### src/rtl/alarm_store_if.sv
// Read-select port between the alarm matcher and the 4-slot alarm store.
// The matcher drives the slot select; the store answers one cycle later.
interface alarm_store_if;
   logic [1:0] alm_sel;
   logic [3:0] alm_mq0;
   logic [2:0] alm_mq1;
   logic [3:0] alm_hq0;
   logic [1:0] alm_hq1;
   logic [3:0] alm_en;
   logic       set_active;

   modport master (
      output alm_sel,
      input  alm_mq0, alm_mq1, alm_hq0, alm_hq1,
      input  alm_en, set_active
   );

   modport slave (
      input  alm_sel,
      output alm_mq0, alm_mq1, alm_hq0, alm_hq1,
      output alm_en, set_active
   );
endinterface

### src/rtl/alarm_matcher.sv
// Alarm matcher: scans the 4 stored slots on every minute change and
// rings on a match, with acknowledge, snooze and ring-timeout handling.
module alarm_matcher #(
   parameter int unsigned RING_SECS  = 60,
   parameter int unsigned SNOOZE_MIN = 5
) (
   input  logic       clk,
   input  logic       clr,
   input  logic       sec_tick,
   input  logic [3:0] cur_mq0,
   input  logic [2:0] cur_mq1,
   input  logic [3:0] cur_hq0,
   input  logic [1:0] cur_hq1,
   input  logic       ack,
   input  logic       snooze,
   alarm_store_if.master st,
   output logic       ring,
   output logic [1:0] ring_slot,
   output logic       snoozing,
   output logic       missed
);

   typedef enum logic [1:0] {IDLE, SCAN, RING, SNOOZE} state_e;

   localparam logic [8:0] RS = 9'(RING_SECS);
   localparam logic [4:0] SM = 5'(SNOOZE_MIN);

   state_e      state_q, state_d;
   logic [12:0] prev_q;
   logic        init_q;
   logic        sa_q;
   logic [12:0] cap_q, cap_d;
   logic        pend_q, pend_d;
   logic [2:0]  stage_q, stage_d;
   logic [1:0]  sel_q, sel_d;
   logic        found_q, found_d;
   logic [1:0]  hit_q, hit_d;
   logic [1:0]  slot_q, slot_d;
   logic [7:0]  sec_q, sec_d;
   logic [3:0]  snz_q, snz_d;
   logic        missed_q, missed_d;

   logic [12:0] cur_w;
   logic [12:0] rd_w;
   logic        chg;
   logic        fall;
   logic [1:0]  rd_idx;
   logic        hit_w;
   logic [8:0]  sec_sum;
   logic [4:0]  snz_sum;

   assign cur_w   = {cur_hq1, cur_hq0, cur_mq1, cur_mq0};
   assign rd_w    = {st.alm_hq1, st.alm_hq0, st.alm_mq1, st.alm_mq0};
   assign chg     = init_q && (cur_w != prev_q);
   assign fall    = sa_q && !st.set_active;
   assign rd_idx  = stage_q[1:0] - 2'd1;
   assign hit_w   = (stage_q != 3'd0) && (rd_w == cap_q)
                 && st.alm_en[rd_idx];
   assign sec_sum = {1'b0, sec_q} + {8'd0, sec_tick};
   assign snz_sum = {1'b0, snz_q} + {4'd0, chg};

   assign st.alm_sel = sel_q;
   assign ring       = (state_q == RING);
   assign snoozing   = (state_q == SNOOZE);
   assign ring_slot  = slot_q;
   assign missed     = missed_q;

   // Next state: scan pipeline, ring timeout, snooze count, key handling.
   always_comb begin
      state_d  = state_q;
      cap_d    = cap_q;
      pend_d   = pend_q & ~chg;
      stage_d  = stage_q;
      sel_d    = sel_q;
      found_d  = found_q;
      hit_d    = hit_q;
      slot_d   = slot_q;
      sec_d    = sec_q;
      snz_d    = snz_q;
      missed_d = 1'b0;
      unique case (state_q)
         IDLE: begin
            if ((chg && !st.set_active) || (!chg && fall && pend_q)) begin
               state_d = SCAN;
               cap_d   = chg ? cur_w : cap_q;
               pend_d  = 1'b0;
               stage_d = 3'd0;
               sel_d   = 2'd0;
               found_d = 1'b0;
            end
         end
         SCAN: begin
            if (st.set_active) begin
               // edit in progress: read data is not trustworthy
               state_d = IDLE;
               pend_d  = !chg;
               sel_d   = 2'd0;
            end else begin
               if (hit_w && !found_q) begin
                  found_d = 1'b1;
                  hit_d   = rd_idx;
               end
               if (stage_q == 3'd4) begin
                  sel_d = 2'd0;
                  if (found_q || hit_w) begin
                     state_d = RING;
                     slot_d  = found_q ? hit_q : rd_idx;
                     sec_d   = 8'd0;
                  end else begin
                     state_d = IDLE;
                  end
               end else begin
                  stage_d = stage_q + 3'd1;
                  sel_d   = (stage_q == 3'd3) ? 2'd3
                          : stage_q[1:0] + 2'd1;
               end
            end
         end
         RING: begin
            if (ack) begin
               state_d = IDLE;
               slot_d  = 2'd0;
            end else if (snooze) begin
               state_d = SNOOZE;
               snz_d   = 4'd0;
            end else if (sec_sum == RS) begin
               state_d  = IDLE;
               slot_d   = 2'd0;
               missed_d = 1'b1;
            end else begin
               sec_d = sec_sum[7:0];
            end
         end
         SNOOZE: begin
            if (ack) begin
               state_d = IDLE;
               slot_d  = 2'd0;
            end else if (snz_sum == SM) begin
               state_d = RING;
               sec_d   = 8'd0;
            end else begin
               snz_d = snz_sum[3:0];
            end
         end
         default: state_d = IDLE;
      endcase
   end

   // State registers; prev minute tracks cur every cycle after reset.
   always_ff @(posedge clk or negedge clr) begin
      if (!clr) begin
         state_q  <= IDLE;
         prev_q   <= 13'd0;
         init_q   <= 1'b0;
         sa_q     <= 1'b0;
         cap_q    <= 13'd0;
         pend_q   <= 1'b0;
         stage_q  <= 3'd0;
         sel_q    <= 2'd0;
         found_q  <= 1'b0;
         hit_q    <= 2'd0;
         slot_q   <= 2'd0;
         sec_q    <= 8'd0;
         snz_q    <= 4'd0;
         missed_q <= 1'b0;
      end else begin
         state_q  <= state_d;
         prev_q   <= cur_w;
         init_q   <= 1'b1;
         sa_q     <= st.set_active;
         cap_q    <= cap_d;
         pend_q   <= pend_d;
         stage_q  <= stage_d;
         sel_q    <= sel_d;
         found_q  <= found_d;
         hit_q    <= hit_d;
         slot_q   <= slot_d;
         sec_q    <= sec_d;
         snz_q    <= snz_d;
         missed_q <= missed_d;
      end
   end

endmodule

### src/flat_wrapper.sv
// flat-port wrapper written by rule: the top's interface ports become plain ports
module alarm_matcher_flat 
#(
   parameter int unsigned RING_SECS  = 60,
   parameter int unsigned SNOOZE_MIN = 5
)
  (clk, clr, sec_tick, cur_mq0, cur_mq1, cur_hq0, cur_hq1, ack, snooze, ring, ring_slot, snoozing, missed, st_alm_sel, st_alm_mq0, st_alm_mq1, st_alm_hq0, st_alm_hq1, st_alm_en, st_set_active);
  alarm_store_if st_i ();
  input  logic clk;
  input  logic clr;
  input  logic sec_tick;
  input  logic [3:0] cur_mq0;
  input  logic [2:0] cur_mq1;
  input  logic [3:0] cur_hq0;
  input  logic [1:0] cur_hq1;
  input  logic ack;
  input  logic snooze;
  output logic ring;
  output logic [1:0] ring_slot;
  output logic snoozing;
  output logic missed;
  output wire logic [$bits(st_i.alm_sel)-1:0] st_alm_sel;
  input wire logic [$bits(st_i.alm_mq0)-1:0] st_alm_mq0;
  input wire logic [$bits(st_i.alm_mq1)-1:0] st_alm_mq1;
  input wire logic [$bits(st_i.alm_hq0)-1:0] st_alm_hq0;
  input wire logic [$bits(st_i.alm_hq1)-1:0] st_alm_hq1;
  input wire logic [$bits(st_i.alm_en)-1:0] st_alm_en;
  input wire logic [$bits(st_i.set_active)-1:0] st_set_active;
  assign st_alm_sel = st_i.alm_sel;
  assign st_i.alm_mq0 = st_alm_mq0;
  assign st_i.alm_mq1 = st_alm_mq1;
  assign st_i.alm_hq0 = st_alm_hq0;
  assign st_i.alm_hq1 = st_alm_hq1;
  assign st_i.alm_en = st_alm_en;
  assign st_i.set_active = st_set_active;
  alarm_matcher #(.RING_SECS(RING_SECS), .SNOOZE_MIN(SNOOZE_MIN)) u_core (.clk(clk), .clr(clr), .sec_tick(sec_tick), .cur_mq0(cur_mq0), .cur_mq1(cur_mq1), .cur_hq0(cur_hq0), .cur_hq1(cur_hq1), .ack(ack), .snooze(snooze), .st(st_i), .ring(ring), .ring_slot(ring_slot), .snoozing(snoozing), .missed(missed));
endmodule
### config.mk
export PLATFORM = sky130hd
export DESIGN_NAME = alarm_matcher_flat
export DESIGN_NICKNAME = d
export VERILOG_FILES = /design/src/rtl/alarm_store_if.sv /design/src/rtl/alarm_matcher.sv /design/src/flat_wrapper.sv
export SDC_FILE = /design/constraint.sdc
export NUM_CORES = 1
export LEC_CHECK = 0
export ABC_CLOCK_PERIOD_IN_PS = 3500
export BUFFER_PORTS_ARGS = -buffer_cell sky130_fd_sc_hd__clkbuf_2
export CAP_MARGIN = 20
export CORE_MARGIN = 5
export CORE_UTILIZATION = 55
export CTS_CLUSTER_DIAMETER = 200
export DETAILED_ROUTE_END_ITERATION = 6
export GPL_TIMING_DRIVEN = 0
export PLACE_DENSITY = 0.86
export SLEW_MARGIN = 10
export SYNTH_ARGS = -nofsm -noshare
export SYNTH_HDL_FRONTEND = slang
export SYNTH_SLANG_ARGS = --single-unit
export TNS_END_PERCENT = 50
### constraint.sdc
create_clock -name clk -period 3.5 [get_ports clk]
set_clock_uncertainty 0.2 [all_clocks]
set_input_delay 0.525 -clock clk [delete_from_list [all_inputs] [get_ports clk]]
set_output_delay 0.525 -clock clk [all_outputs]
set_load 0.05 [all_outputs]
==> flow_summary_export.csv <==
group,metric,value,unit
placed_design,dp_hpwl,4.33,mm
final_layout,final_util,65.8,%
timing,layout_setup_ws,22.6,ps
drt,drc,0,
timing,slew_viol_final,0,
setup_path,rrSetupSlack,20,ps
pwr,ir_worst_vdd,0.399,mV
synth,synthesis.nets,307,
grt,grt_max_degree,55,
timing,finalHoldViolCount,0,
final_layout,final_cell_count_no_fill,388,
final_layout,drive_above_1_share,26.1,%
clocking,clkLatencyLatePin,300,ps
timing,rsz0062_at_grt,"true",
grt,grt.overflow.total,0,
final_layout,fin_area,0.00334,mm²
timing,fin_setup_tns,0,ps
synth,synth_edf_count,0,
drt,routed_wl,6.14,mm
timing,fmax,0.288,GHz
grt,track_usage,19.6,%
clocking,clock-sinks,54,
placed_design,pre_cts_slack,-476,ps
worst_hold_path,hold_path_class,"primary input to async pin",
synth,netlist_top_cells_area,"dfrtp_1, xor2_1, mux2_4",
floorplanning,die_h,82.1,µm
placed_design,numPortBuffers,42,
drt,wl_per_cell,15.8,µm
clocking,clock_path_buffers,2,
synth,netlist_instances,264,
setup_path,cp-end-kind,"flip-flop",
synth,synth.distinct_cells,56,
grt,grt_pass1_vias,2126,
clocking,clk_pin_slew_worst_paths,90,ps
synth,synth_top_cell_area_share,47.3,%
final_layout,nets,360,
synth,ys_ff_latch,54,
clocking,clock_tree.root_cell,"clkbuf_8",
pwr,p_total,1.63,mW
pwr,p_per_area,490,mW/mm²
setup_path,rr_worst_depth,14,
grt,grt_first_pass_wirelength,10.1,mm
setup_path,arrival,3460,ps
synth,synthTopCellsByCount,"dfrtp_1, nand2_1, xor2_1, a21oi_1, nor2_1",
setup_path,worstPathRequired,3480,ps
clocking,cts_max_level,2,
timing,slew_headroom,50.3,%
floorplanning,core,0.00507,mm²
clocking,cts_tree,"yes",
grt,antenna_found_initial,0,
setup_path,r2r_start,"u_core.prev_q[0]$_DFF_PN0_",
pwr,power.leakage,1.56,nW
drt,vias,2188,
drt,drt_iter0_drc,131,
final_layout,area_growth,16.9,%
synth,yosysMostFrequentCell,"dfrtp_1",
setup_path,worstPathMaxFanout,4,
setup_path,critPathKind,"flip-flop to flip-flop",
synth,yosys.area.top_type,"dfrtp_1",
final_layout,ff_latch_area,0.00135,mm²
timing,holdWs,107,ps
synth,ys.flop_type,"dfrtp_1",
drt,firstDrtPassIters,4,
setup_path,start_kind,"flip-flop",
placed_design,dp.cells,376,
floorplanning,die_w,82.1,µm
outcome,status,"finished, final reports clean",
synth,yosysWarnings,0,
timing,fin_crit,3480,ps
drt,vias_per_cell,5.64,
final_layout,n_fill_cell,387,
synth,synthesis.area,0.00286,mm²
synth,async_reset_ff_share,100,%
floorplanning,num_io_pins,43,
timing,setup_violations,0,
floorplanning,start_util,56.3,%
floorplanning,die-area,0.00673,mm²
floorplanning,rows,26,
synth,ys_seq_area_share,47.3,%
timing,worst_pin_slew,746,ps
setup_path,rr_endpoint,"u_core.state_q[0]$_DFFE_PN0P_",
clocking,cts_made_buffers,5,
timing,period_share,99.4,%
job,drv_cap,0,
drt,ant_nets,0,
final_layout,antennaDiodeCount,0,
placed_design,dpl_cell_area,0.00316,mm²
final_layout,multi_input_area,0.00146,mm²
synth,syn_avg_cell_area,10.8,µm²
placed_design,place.gp.congestion,0.871,
## cell usage in the layout, fill, tap and decap left out, types with 2 or more instances in the layout
cell type,instances
a211oi_1,2
a21o_1,3
a21oi_1,14
a22o_1,5
and2_1,2
and3_1,4
buf_2,4
buf_4,4
clkbuf_2,41
clkbuf_8,5
clkinv_2,2
dfrtp_1,54
ha_1,6
inv_1,10
inv_2,2
mux2_1,7
mux2_4,10
nand2_1,23
nand3_1,9
nand3_2,3
nand3b_1,2
nand4_1,2
nor2_1,14
nor2b_1,5
nor3_1,6
nor4_1,7
o21ai_0,3
o21ai_1,5
o22ai_1,2
xnor2_1,11
xor2_1,18
## cell families (layout without fill, tap and decap cells)
family          after synthesis  after routing  synth area share [%]
compound gates               49             49                  12.4
xor+xnor                     29             29                  8.89
fa+ha+maj                     7              7                  3.07
buf+inv                      19             73                  3.24
flops                        54             54                  47.3
mux                          19             19                  9.15
other cells                   1              1                 0.131
simple gates                 86             86                  15.8
## metal layers
metal | up-vias | GRT usage (%) | part of all wire [%]
li1 | 1049 | - | -
met1 | 1062 | 27.0 | 45
met2 | 70 | 32.4 | 50
met3 | 7 | 2.41 | 4.2
met4 | 0 | 5.48 | 1.3
met5 | - | 0 | 0
## repair_timing
item,in CTS,in global routing
gates resized for setup,2,5
pin swaps,3,13
setup buffers,1,3
hold buffers,0,0
setup endpoints to repair,12,13
endpoints found under the hold margin,0,0
## area by class of cell
class | instances | area share (%)
Timing Repair Buffer | 46 | 7.27
Buffer | 6 | 1.31
Multi-Input combinational cell | 191 | 43.6
Inverter | 13 | 1.46
Tap cell | 70 | 2.62
Clock buffer | 5 | 2.06
Clock inverter | 3 | 1.20
Sequential cell | 54 | 40.5
## state kept, by name (all words and copies together) (netlist names)
signal	count
u_core.sec_q	8
u_core.found_q	1
u_core.prev_q	13
u_core.pend_q	1
u_core.sa_q	1
u_core.cap_q	13
u_core.ring_slot	2
u_core.state_q	2
u_core.init_q	1
u_core.st.alm_sel	2
u_core.hit_q	2
u_core.missed	1
u_core.stage_q	3
u_core.snz_q	4
## worst max path at each step
stage                                           from                            end  slack [ps]  cells past startpoint
final                     u_core.prev_q[0]$_DFF_PN0_  u_core.state_q[0]$_DFFE_PN0P_          20                     14
after global routing      u_core.prev_q[2]$_DFF_PN0_    u_core.sec_q[6]$_DFFE_PN0P_        -110                     12
after CTS                 u_core.prev_q[1]$_DFF_PN0_    u_core.sec_q[5]$_DFFE_PN0P_          20                     12
after detailed placement                  cur_mq0[1]    u_core.sec_q[5]$_DFFE_PN0P_        -480                     13
after global placement                    cur_mq0[1]    u_core.sec_q[0]$_DFFE_PN0P_        -430                     13
after floorplan                           cur_mq0[0]    u_core.sec_q[5]$_DFFE_PN0P_         100                     12
## critical path, cell delays in order (launching register included)
cell	delay, ps
dfrtp_1	390
xor2_1	160
nor4_1	280
nand2_1	160
o41ai_4	420
inv_2	120
ha_4	190
and3b_1	170
o41ai_2	390
nand2_1	210
buf_4	180
buf_4	120
nand3b_1	130
and3_1	170
a21oi_1	70
## report_power, final
part           internal, mW  total, mW  leakage (nW)  switching [mW]
Sequential            0.709      0.779         0.680          0.0692
Combinational         0.195      0.445         0.818           0.250
Clock                 0.211      0.411        0.0579           0.200
(Power assumes the default switching activity.)
